[config.mk]
export PLATFORM = sky130hd
export DESIGN_NAME = mem_port_arbiter
export DESIGN_NICKNAME = d
export VERILOG_FILES = /design/src/rtl/mem_port_arbiter_pkg.sv /design/src/rtl/mem_arb_prio_sel.sv /design/src/rtl/mem_port_arbiter.sv
export SDC_FILE = /design/constraint.sdc
export NUM_CORES = 1
export LEC_CHECK = 0
export BUFFER_PORTS_ARGS = -buffer_cell sky130_fd_sc_hd__buf_2
export CAP_MARGIN = 5
export CORE_MARGIN = 1.5
export CORE_UTILIZATION = 44
export DETAILED_ROUTE_END_ITERATION = 12
export GPL_ROUTABILITY_DRIVEN = 0
export HOLD_SLACK_MARGIN = 0.1
export PLACE_DENSITY = 0.84
export SYNTH_ARGS = -nofsm -noshare
export SYNTH_HDL_FRONTEND = slang
export SYNTH_SLANG_ARGS = --single-unit
[constraint.sdc]
create_clock -name clk -period 2.2 [get_ports clk]
set_clock_uncertainty 0.2 [all_clocks]
set_input_delay 0.22 -clock clk [delete_from_list [all_inputs] [get_ports clk]]
set_output_delay 0.22 -clock clk [all_outputs]
set_load 0.01 [all_outputs]
[src/rtl/mem_port_arbiter_pkg.sv]
// -----------------------------------------------------------------------------
// mem_port_arbiter_pkg
// Shared definitions for the RAM port arbiter and the CPU memory interface:
// default bus widths, arbitration limits, the access-cycle state encoding and
// the owner codes driven to the status LEDs.
// -----------------------------------------------------------------------------
package mem_port_arbiter_pkg;

   localparam int ADDR_W_DEF        = 8;
   localparam int DATA_W_DEF        = 16;
   localparam int DMA_MAX_BURST_DEF = 4;
   localparam int STARVE_LIMIT_DEF  = 3;

   // Who owns the RAM port in the current access cycle.
   typedef enum logic [1:0] {
      ST_IDLE = 2'd0,
      ST_CPU  = 2'd1,
      ST_DMA  = 2'd2
   } arb_state_t;

   localparam logic [1:0] OWNER_IDLE = 2'b00;
   localparam logic [1:0] OWNER_CPU  = 2'b01;
   localparam logic [1:0] OWNER_DMA  = 2'b10;

   function automatic logic [1:0] owner_code(input arb_state_t state);
      case (state)
         ST_CPU:  return OWNER_CPU;
         ST_DMA:  return OWNER_DMA;
         default: return OWNER_IDLE;
      endcase
   endfunction

endpackage

[src/rtl/mem_arb_prio_sel.sv]
// -----------------------------------------------------------------------------
// mem_arb_prio_sel
// Purely combinational decision function: picks the owner of the next access
// cycle from the two requests, the current owner and the burst/starvation
// counters.
//
// Ports:
//   i_cpu_req     CPU request
//   i_dma_req     DMA request
//   i_state       owner of the current access cycle
//   i_burst_cnt   consecutive DMA grants in the current burst
//   i_starve_cnt  consecutive cycles DMA has lost to the CPU
//   o_next_state  owner of the next access cycle
// -----------------------------------------------------------------------------
module mem_arb_prio_sel
   import mem_port_arbiter_pkg::*;
#(
   parameter int DMA_MAX_BURST = DMA_MAX_BURST_DEF,
   parameter int STARVE_LIMIT  = STARVE_LIMIT_DEF,
   parameter int BURST_W       = $clog2(DMA_MAX_BURST + 1),
   parameter int STARVE_W      = $clog2(STARVE_LIMIT + 1)
) (
   input  logic                i_cpu_req,
   input  logic                i_dma_req,
   input  arb_state_t          i_state,
   input  logic [BURST_W-1:0]  i_burst_cnt,
   input  logic [STARVE_W-1:0] i_starve_cnt,
   output arb_state_t          o_next_state
);

   localparam logic [BURST_W-1:0]  C_BURST_MAX  = BURST_W'(DMA_MAX_BURST);
   localparam logic [STARVE_W-1:0] C_STARVE_MAX = STARVE_W'(STARVE_LIMIT);

   logic w_starved;
   logic w_burst_hold;

   // DMA has waited long enough: it goes ahead of the CPU unconditionally.
   assign w_starved    = i_dma_req && (i_starve_cnt == C_STARVE_MAX);
   // An unfinished DMA burst keeps the port even while the CPU is asking.
   assign w_burst_hold = (i_state == ST_DMA) && (i_burst_cnt < C_BURST_MAX) && i_dma_req;

   // NOTE: every output of a combinational block gets a default first, so no
   // path through the if-chain can leave it unassigned and infer a latch.
   always_comb begin
      o_next_state = ST_IDLE;
      if (w_starved) begin
         o_next_state = ST_DMA;
      end else if (i_cpu_req && !w_burst_hold) begin
         o_next_state = ST_CPU;
      end else if (i_dma_req) begin
         o_next_state = ST_DMA;
      end
   end

endmodule

[src/rtl/mem_port_arbiter.sv]
// -----------------------------------------------------------------------------
// mem_port_arbiter
// Shares the single synchronous-RAM port between the CPU and a DMA/program
// loader. CPU wins by default; DMA gets bounded bursts and a starvation counter
// forces it ahead of the CPU after repeated losses.
//
// Timing: requests sampled in cycle t, winner's address/we/wdata registered at
// the end of t; gnt is high and the RAM accesses in t+1; rvalid in t+2 (reads).
//
// Ports:
//   clk, reset                  clock, asynchronous active-high reset
//   cpu_req/we/addr/wdata       CPU request, held until cpu_gnt
//   cpu_gnt, cpu_rvalid         CPU grant pulse, CPU read data valid
//   dma_req/we/addr/wdata       DMA request, held until dma_gnt
//   dma_gnt, dma_rvalid         DMA grant pulse, DMA read data valid
//   mem_addr/we/wdata           registered RAM controls
//   mem_rdata                   RAM read data (1 cycle after access)
//   owner                       current access cycle owner (00/01/10)
// -----------------------------------------------------------------------------
module mem_port_arbiter
   import mem_port_arbiter_pkg::*;
#(
   parameter int ADDR_W        = ADDR_W_DEF,
   parameter int DATA_W        = DATA_W_DEF,
   parameter int DMA_MAX_BURST = DMA_MAX_BURST_DEF,
   parameter int STARVE_LIMIT  = STARVE_LIMIT_DEF
) (
   input  logic              clk,
   input  logic              reset,
   input  logic              cpu_req,
   input  logic              cpu_we,
   input  logic [ADDR_W-1:0] cpu_addr,
   input  logic [DATA_W-1:0] cpu_wdata,
   output logic              cpu_gnt,
   output logic              cpu_rvalid,
   input  logic              dma_req,
   input  logic              dma_we,
   input  logic [ADDR_W-1:0] dma_addr,
   input  logic [DATA_W-1:0] dma_wdata,
   output logic              dma_gnt,
   output logic              dma_rvalid,
   output logic [ADDR_W-1:0] mem_addr,
   output logic              mem_we,
   output logic [DATA_W-1:0] mem_wdata,
   input  logic [DATA_W-1:0] mem_rdata,
   output logic [1:0]        owner
);

   localparam int BURST_W  = $clog2(DMA_MAX_BURST + 1);
   localparam int STARVE_W = $clog2(STARVE_LIMIT + 1);
   localparam logic [BURST_W-1:0]  C_BURST_MAX  = BURST_W'(DMA_MAX_BURST);
   localparam logic [STARVE_W-1:0] C_STARVE_MAX = STARVE_W'(STARVE_LIMIT);

   arb_state_t          r_state;
   arb_state_t          w_next_state;
   logic [BURST_W-1:0]  r_burst_cnt;
   logic [BURST_W-1:0]  w_burst_nxt;
   logic [STARVE_W-1:0] r_starve_cnt;
   logic [STARVE_W-1:0] w_starve_nxt;

   logic                w_sel_we;
   logic [ADDR_W-1:0]   w_sel_addr;
   logic [DATA_W-1:0]   w_sel_wdata;

   logic [ADDR_W-1:0]   r_mem_addr;
   logic                r_mem_we;
   logic [DATA_W-1:0]   r_mem_wdata;
   logic                r_cpu_rvalid;
   logic                r_dma_rvalid;

   // ---------------------------------------------------------------- next state
   mem_arb_prio_sel #(
      .DMA_MAX_BURST (DMA_MAX_BURST),
      .STARVE_LIMIT  (STARVE_LIMIT),
      .BURST_W       (BURST_W),
      .STARVE_W      (STARVE_W)
   ) u_prio_sel (
      .i_cpu_req    (cpu_req),
      .i_dma_req    (dma_req),
      .i_state      (r_state),
      .i_burst_cnt  (r_burst_cnt),
      .i_starve_cnt (r_starve_cnt),
      .o_next_state (w_next_state)
   );

   // Winner's request mux and counter updates for the next access cycle.
   always_comb begin
      w_sel_we     = 1'b0;
      w_sel_addr   = r_mem_addr;
      w_sel_wdata  = r_mem_wdata;
      w_burst_nxt  = '0;
      w_starve_nxt = '0;

      case (w_next_state)
         ST_CPU: begin
            w_sel_we    = cpu_we;
            w_sel_addr  = cpu_addr;
            w_sel_wdata = cpu_wdata;
         end
         ST_DMA: begin
            w_sel_we    = dma_we;
            w_sel_addr  = dma_addr;
            w_sel_wdata = dma_wdata;
         end
         default: ;
      endcase

      // A burst restarts at 1 whenever DMA takes the port from CPU or IDLE,
      // which also covers the forced (starvation) grant.
      if (w_next_state == ST_DMA) begin
         if (r_state != ST_DMA) begin
            w_burst_nxt = BURST_W'(1);
         end else if (r_burst_cnt != C_BURST_MAX) begin
            w_burst_nxt = r_burst_cnt + BURST_W'(1);
         end else begin
            w_burst_nxt = r_burst_cnt;
         end
      end

      if (dma_req && (w_next_state == ST_CPU)) begin
         w_starve_nxt = (r_starve_cnt != C_STARVE_MAX) ? r_starve_cnt + STARVE_W'(1)
                                                       : r_starve_cnt;
      end
   end

   // ------------------------------------------------------------ state register
   // NOTE: sequential state uses non-blocking assignments so every register
   // samples pre-edge values regardless of statement order.
   always_ff @(posedge clk or posedge reset) begin
      if (reset) begin
         r_state      <= ST_IDLE;
         r_burst_cnt  <= '0;
         r_starve_cnt <= '0;
         r_mem_addr   <= '0;
         r_mem_we     <= 1'b0;
         r_mem_wdata  <= '0;
         r_cpu_rvalid <= 1'b0;
         r_dma_rvalid <= 1'b0;
      end else begin
         r_state      <= w_next_state;
         r_burst_cnt  <= w_burst_nxt;
         r_starve_cnt <= w_starve_nxt;
         r_mem_addr   <= w_sel_addr;
         r_mem_we     <= w_sel_we;
         r_mem_wdata  <= w_sel_wdata;
         // Read data returns one cycle after the access cycle.
         r_cpu_rvalid <= (r_state == ST_CPU) && !r_mem_we;
         r_dma_rvalid <= (r_state == ST_DMA) && !r_mem_we;
      end
   end

   // ------------------------------------------------------------------ outputs
   always_comb begin
      cpu_gnt = (r_state == ST_CPU);
      dma_gnt = (r_state == ST_DMA);
      owner   = owner_code(r_state);
   end

   assign cpu_rvalid = r_cpu_rvalid;
   assign dma_rvalid = r_dma_rvalid;
   assign mem_addr   = r_mem_addr;
   assign mem_we     = r_mem_we;
   assign mem_wdata  = r_mem_wdata;

   // The read data is consumed by the requesters directly from the RAM bus.
   logic w_unused_rdata;
   assign w_unused_rdata = ^mem_rdata;

endmodule

==> out/results.ini, run 1 <==
[global_route]
globalRoute.totalOverflow = 0
vias_in_the_first_global_route = 1554
globalRouteTotalUtil = 0.216
grt_start_max_net_pins = 27
grt_pass1_wl_mm = 7.00
grt_antenna_before_repair = 0

[floorplanning]
dieHeight_um = 66.3
ios = 101
die-width_um = 66.3
start_util = 0.472
row_cnt = 22
core_area_um2 = 3740
floorplan.die_area_um2 = 4400

[place]
detailedPlace.worstSlack_ns = 0.398
placedCellCount = 250
placement.io_buffers = 84
hpwl_mm = 2.59

[yosys]
synth_sequential_area_ratio = 0.482
postSynth.asyncResetShare = 1.00
synth.area.mux_share = 0.344
ys_dominant_reg_cell = sky130_fd_sc_hd__dfrtp_1
synthesis.nets = 194
synth_xor_xnor_area_share = 0.00496
synth-simple-area-share = 0.0609
post_synth_main_area_contributors = sky130_fd_sc_hd__dfrtp_1, sky130_fd_sc_hd__mux2_4, sky130_fd_sc_hd__mux2_2
synthMostInstantiatedCell = sky130_fd_sc_hd__dfrtp_1
synth.cells.most_frequent = sky130_fd_sc_hd__dfrtp_1, sky130_fd_sc_hd__mux2_2, sky130_fd_sc_hd__mux2_4
post_synth_inst_count = 121
unique_masters_post_synth = 26
synth_edf_count = 0
synth.ff_latch_count = 34
synth_top_area_share = 0.482
synth_top_cell_by_area = sky130_fd_sc_hd__dfrtp_1
main_combinational_cell_family_by_area_after_synthesis = multiplexers
post_synth_fa_ha_maj_area_fraction = 0.0213
synth_area_per_cell_um2 = 14.6
yosys_warnings = 0
synth_area_um2 = 1770
synth-compound-area-share = 0.0305

[sta]
final_report_max_slew_violation_count = 0
count_of_final_hold_check_violations = 0
timing.slew.headroom = 0.688
tightestPinTransition_ns = 0.468
setup_repair_after_global_routing_missed_its_margin = false
maximum_clock_rate_mhz = 555
fin_crit_sh = 0.819
final.setup.tns_ns = 0
final_critical_path_required_period_ns = 1.80
setup_viol = 0
final_critical_path_setup_slack_ns = 0.397

[worst_setup_path]
worst_r2r_end = mem_wdata[5]
worstPathArrival_ns = 1.76
critical_path.max_stage_delay_ns = 0.39
crit_path_cell_trace = ha_1 -> a21boi_4 -> nand2_4 -> mux2_4
worst_setup_path_start_kind = register
critPathCaptureType = register
worst-setup-path-type = register to register
setup_slack_reg_to_reg_ns = 0.40
critical_path.max_fanout = 26
crit_buf_inv = 0
critical_path.reg2reg.startpoint = r_starve_cnt[0]
ff2ff_path_depth = 4
slowest_stage = sky130_fd_sc_hd__mux2_4
critPathTopFamily = multiplexers
required_ns = 2.16

[clock_network]
clk_tree_root_cell = sky130_fd_sc_hd__clkbuf_8
cts.clk_slew.worst_paths_ns = 0.06
cts_buffer_depth = 2
cts_resized = 0
cts_tree = built
clock_tree.htree_level_count = 2
tritoncts.num_buffers = 5
clock_insertion_delay_worst_skew_ns = 0.28
cts_num_sinks = 34

[finish]
area_growth_syn_to_layout_pct = 53.6
design.final.nets = 326
antenna_cells = 0
drive_above_1_share = 0.542
finish.cell_count_without_fillers = 301

[routing]
first_iter_violations = 59
drtAntennaViolNets = 0
first_pass_iters = 4
finalWirelength_mm = 4.51
detail_route.drc_violations = 0
vias = 1423
viasPerCell = 4.73
avgRoutedWirePerCell_um = 15.0

[worst_hold_path]
min_to = mem_wdata[8]
worst_hold_path_type = primary input to register
hold_path.startpoint = dma_wdata[8]
hold_path_depth = 3

[job]
number_of_max_capacitance_violations_reported = 0

[pwr]
vdd.ir_drop.worst_mv = 0.306
p_per_area_nw_per_um2 = 572
leakage_nw = 1.37

[run_status]
outcome = finished clean

-- timing repair --
item	CTS	global route
hold buffers	44	0
setup buffers	0	0
endpoints found under the hold margin	34	0
-- tightest hold or removal path: cells and delay by family --
| kind | cells | cell delay, ns |
|---|---|---|
| mux | 2 | 0.26 |
| buf+inv | 1 | 0.07 |
-- state kept, by name (all words and copies together), names as in the netlist --
name,cells
cpu_rvalid,1
dma_rvalid,1
mem_addr,8
mem_wdata,16
mem_we,1
r_burst_cnt,3
r_starve_cnt,2
r_state,2
-- placed cells by master, fill, tap and decap left out, drive strengths merged --
master,synthesis,routed
nor2,3,3
nand4bb,1,1
a21boi,2,2
buf,6,87
nor2b,3,3
dfrtp,34,34
a211o,1,1
clkbuf,0,7
dlygate4sd3,0,44
nand2,4,4
inv,7,7
and3,1,1
mux2,48,48
a22o,1,1
a21oi,1,1
nand2b,1,1
o21ai,1,1
nor3,2,2
xnor2,1,1
nand3,1,1
ha,3,3
-- worst max-delay path by stage --
stage               slack [ns]       endpoint  depth (start not counted)            start
global placement          0.42   mem_wdata[0]                          4  r_starve_cnt[0]
global route              0.34   mem_wdata[3]                          4  r_starve_cnt[0]
finish                    0.40   mem_wdata[5]                          4  r_starve_cnt[0]
detailed placement        0.40  mem_wdata[14]                          4  r_starve_cnt[0]
floorplan                 0.56    mem_addr[6]                          5  r_starve_cnt[0]
CTS                       0.39   mem_wdata[5]                          4  r_starve_cnt[0]
-- kinds of logic after synthesis --
family                   after synthesis
AND/OR/NAND/NOR                       16
adder cells (fa/ha/maj)                3
buffers and inverters                 13
flip-flops                            34
multiplexers                          48
AO/OA/AOI/OAI                          6
XOR/XNOR                               1
-- layout make-up --
cell class              count  area, um2
fillers                   255       1030
repair buffers            131        883
flip-flops and latches     34        851
multi-input cells          74        816
clock buffers               7       76.3
well taps                  48       60.1
inverters                   7       26.3
-- metrics by stage --
step                      hold slack (ns)  power [mW]   util  instance area, um2
final                               0.114        1.55  0.725                2710
after global routing                0.104        1.64  0.725                2710
after CTS                           0.107        1.56  0.725                2710
after detailed placement           0.0158        1.08  0.587                2200
after global placement             0.0129        1.06  0.587                2200
after floorplan                     0.153       0.953      -                1770
-- layer usage --
layer  up-vias  share of wire  GRT usage
met5         -              0          0
li1        681              -          -
met4         0          0.013     0.0740
met1       670           0.37      0.218
met2        65           0.55      0.416
met3         7          0.067     0.0596
-- report_power, final --
part | switching (mW) | internal [mW]
Combinational | 0.164 | 0.250
Clock | 0.199 | 0.217
Sequential | 0.0325 | 0.687
(Power assumes the default switching activity.)
==> inputs of run 2 (changes only) <==
--- a/config.mk
+++ b/config.mk
@@ -5,6 +5,7 @@
 export SDC_FILE = /design/constraint.sdc
 export NUM_CORES = 1
 export LEC_CHECK = 0
+export ABC_AREA = 1
 export BUFFER_PORTS_ARGS = -buffer_cell sky130_fd_sc_hd__buf_2
 export CAP_MARGIN = 5
 export CORE_MARGIN = 1.5
==> constraint.sdc (replaced) <==
create_clock -name clk -period 1.75 [get_ports clk]
set_clock_uncertainty 0.2 [all_clocks]
set_input_delay 0.175 -clock clk [delete_from_list [all_inputs] [get_ports clk]]
set_output_delay 0.175 -clock clk [all_outputs]
set_load 0.01 [all_outputs]
==> out/results.ini, run 2 <==
[run_status]
outcome = finished clean

[worst_setup_path]
worst_r2r_end = mem_wdata[9]
critPathCaptureType = register
slowest_stage = sky130_fd_sc_hd__dfrtp_1
setup_slack_reg_to_reg_ns = 0.09  ; -0.31 ns
crit_buf_inv = 1  ; +1
ff2ff_path_depth = 6  ; +2
worstPathArrival_ns = 1.62  ; -0.14 ns
crit_path_frequent_cell = sky130_fd_sc_hd__nand3_1
worst-setup-path-type = register to register
timing.critical_path.from = r_starve_cnt[0]
required_ns = 1.71  ; -0.45 ns
crit_path_cell_trace = ha_1 -> nand2_1 -> nand3_4 -> buf_6 -> nand3_1 -> nand3_1
critical_path_depth = 6  ; +2
critical_path.max_fanout = 15  ; -42%
critical_path.reg2reg.startpoint = r_starve_cnt[0]
worst_setup_path_start_kind = register
endpoint = mem_wdata[9]
critical_path.max_stage_delay_ns = 0.40  ; about the same
critPathTopFamily = simple AND/OR/NAND/NOR gates

[routing]
detail_route.drc_violations = 0  ; unchanged
dr_wl_met3_um = 271  ; -10%
wl_met2_mm = 2.93  ; +19%
avgRoutedWirePerCell_um = 13.0  ; -13%
topRoutingLayerUsed = met4
first_pass_iters = 4  ; unchanged
first_iter_violations = 74  ; +25%
vias = 1997  ; +40%
met1Wirelength_mm = 2.12  ; +26%
finalWirelength_mm = 5.48  ; +22%
drtAntennaViolNets = 0  ; unchanged
viasPerCell = 4.74  ; +0.34%

[global_route]
grt_start_max_net_pins = 35  ; +30%
vias_in_the_first_global_route = 2029  ; +31%
globalRouteTotalUtil = 0.267  ; +0.0517
globalRoute.totalOverflow = 0  ; unchanged
grt_antenna_before_repair = 0  ; unchanged
grt_pass1_wl_mm = 8.74  ; +25%

[yosys]
synth_top_cell_by_area = sky130_fd_sc_hd__dfrtp_1
post_synth_fa_ha_maj_area_fraction = 0.0212  ; -0.0000900
synth.ff_latch_count = 34  ; unchanged
synthesis.nets = 304  ; +57%
post_synth_main_area_contributors = sky130_fd_sc_hd__dfrtp_1, sky130_fd_sc_hd__nand3_1, sky130_fd_sc_hd__nand2_1
post_synth_inst_count = 231  ; +91%
synth.area.mux_share = 0  ; -0.344
synth-compound-area-share = 0.00847  ; -0.0220
unique_masters_post_synth = 21  ; -19%
postSynth.asyncResetShare = 1.00  ; unchanged
main_combinational_cell_family_by_area_after_synthesis = simple AND/OR/NAND/NOR gates
synth_top_area_share = 0.480  ; -0.00204
synth_area_per_cell_um2 = 7.68  ; -47%
synth-simple-area-share = 0.361  ; +0.300
synth_xor_xnor_area_share = 0.00494  ; -0.0000210
synthMostInstantiatedCell = sky130_fd_sc_hd__nand2_1
ys_dominant_reg_cell = sky130_fd_sc_hd__dfrtp_1
synth_area_um2 = 1770  ; +0.43%
synth_edf_count = 0  ; unchanged
yosys_warnings = 0  ; unchanged
synth.cells.most_frequent = sky130_fd_sc_hd__nand2_1, sky130_fd_sc_hd__nand3_1, sky130_fd_sc_hd__dfrtp_1, sky130_fd_sc_hd__inv_1, sky130_fd_sc_hd__nor2_1
synth_sequential_area_ratio = 0.480  ; -0.00204

[finish]
area_growth_syn_to_layout_pct = 64.4
drive_above_1_share = 0.300  ; -0.241
antenna_cells = 0  ; unchanged
mostFrequentLayoutCells = sky130_fd_sc_hd__buf_2, sky130_fd_sc_hd__nand2_1, sky130_fd_sc_hd__dlygate4sd3_1
layout_commonest_cell = sky130_fd_sc_hd__buf_2
largest_reg_flops = 16  ; unchanged
design.final.nets = 445  ; +37%

[clock_network]
tritoncts.num_buffers = 5  ; unchanged
cts_num_sinks = 34  ; unchanged
cts_tree = built
clk_tree_root_cell = sky130_fd_sc_hd__clkbuf_8
clock_insertion_delay_worst_skew_ns = 0.27  ; about the same
cts.clk_slew.worst_paths_ns = 0.06  ; about the same
cts_buffer_depth = 2  ; unchanged
clock_tree.htree_level_count = 2  ; unchanged

[floorplanning]
floorplan.die_area_um2 = 4420  ; +0.39%
dieHeight_um = 66.5  ; +0.20%
start_util = 0.470  ; -0.00145
core_area_um2 = 3770  ; +0.74%
row_cnt = 22  ; unchanged
die-width_um = 66.5  ; +0.20%
ios = 101  ; unchanged

[sta]
tightestPinTransition_ns = 0.413  ; -0.0543 ns
final_critical_path_setup_slack_ns = 0.0888  ; -0.308 ns
setup_viol = 0  ; unchanged
timing.slew.headroom = 0.724  ; +0.0365
final.setup.tns_ns = 0  ; unchanged
count_of_final_hold_check_violations = 0  ; unchanged
final_critical_path_required_period_ns = 1.66  ; -0.142 ns
final_report_max_slew_violation_count = 0  ; unchanged
setup_repair_after_global_routing_missed_its_margin = false
maximum_clock_rate_mhz = 602  ; +8.5%
fin_crit_sh = 0.949  ; +0.130

[place]
hpwl_mm = 2.91  ; +12%
placement.io_buffers = 84  ; unchanged
detailedPlace.worstSlack_ns = 0.0563  ; -0.342 ns

[worst_hold_path]
worst_hold_path_type = primary input to register

[job]
number_of_max_capacitance_violations_reported = 0  ; unchanged

[pwr]
leakage_nw = 1.61  ; +18%
p_per_area_nw_per_um2 = 706  ; +23%
vdd.ir_drop.worst_mv = 0.548  ; +79%

run 2: cell count changes in the layout (fill, tap and decap cells not counted), sizes merged, moves of 7 or more:
cell,before,now
buf,87,94
dlygate4sd3,44,52
nand2,4,57
nand3,1,49
nor2,3,32
mux2,48,0
inv,7,35
run 2: worst reg2reg max path, cell delays in order, from the launching register on:
cell                      delay [ns]
sky130_fd_sc_hd__dfrtp_1        0.40
sky130_fd_sc_hd__ha_1           0.23
sky130_fd_sc_hd__nand2_1        0.12
sky130_fd_sc_hd__nand3_4        0.19
sky130_fd_sc_hd__buf_6          0.22
sky130_fd_sc_hd__nand3_1        0.10
sky130_fd_sc_hd__nand3_1        0.09
run 2: layout make-up:
class	count	area (um2)
clock buffers	8	110
repair buffers	146	1030
multi-input cells	150	729
flip-flops and latches	34	851
fillers	265	857
inverters	35	131
well taps	48	60.1
run 2: layer usage:
metal | up-vias | GRT usage
met5 | - | 0
met4 | 0 | 0.151
met1 | 913 | 0.274
li1 | 989 | -
met2 | 81 | 0.501
met3 | 14 | 0.0507
run 2: metrics by stage:
stage | power, mW | hold WS [ns] | std cells | util | instance area, um2
2_1_floorplan | 1.13 | 0.0846 | 231 | - | 1770
3_3_place_gp | 1.29 | 0.0858 | 357 | 0.590 | 2220
3_5_place_dp | 1.30 | 0.0892 | 357 | 0.590 | 2220
4_1_cts | 2.05 | 0.108 | 417 | 0.757 | 2860
5_1_grt | 2.17 | 0.137 | 421 | 0.773 | 2910
6_report | 2.06 | 0.114 | 421 | 0.773 | 2910
run 2: logic make-up after synthesis:
group / count (synthesis)
compound gates: 3
fa+ha+maj: 3
buf+inv: 48
flops: 34
xor+xnor: 1
simple gates: 142
run 2: worst min path at each step:
stage	start	end	slack (ns)	depth (start not counted)
finish	dma_req	mem_addr[0]	0.11	3
global route	dma_req	mem_addr[1]	0.14	3
CTS	dma_req	mem_addr[0]	0.11	3
detailed placement	reset	mem_addr[7]	0.09	3
global placement	reset	mem_wdata[0]	0.09	3
floorplan	dma_we	mem_we	0.08	2
run 2: power breakdown:
group | internal [mW] | switching [mW] | leakage (nW)
registers | 0.859 | 0.0416 | 0.418
clock network | 0.397 | 0.257 | 0.0575
logic | 0.251 | 0.251 | 1.13
run 2: repair_timing:
item / in CTS / in global routing
buffers inserted: 0 / 3
hold buffers: 52 / 0
setup endpoints to repair: 0 / 6
endpoints found under the hold margin: 61 / 0
resized for setup: 0 / 2
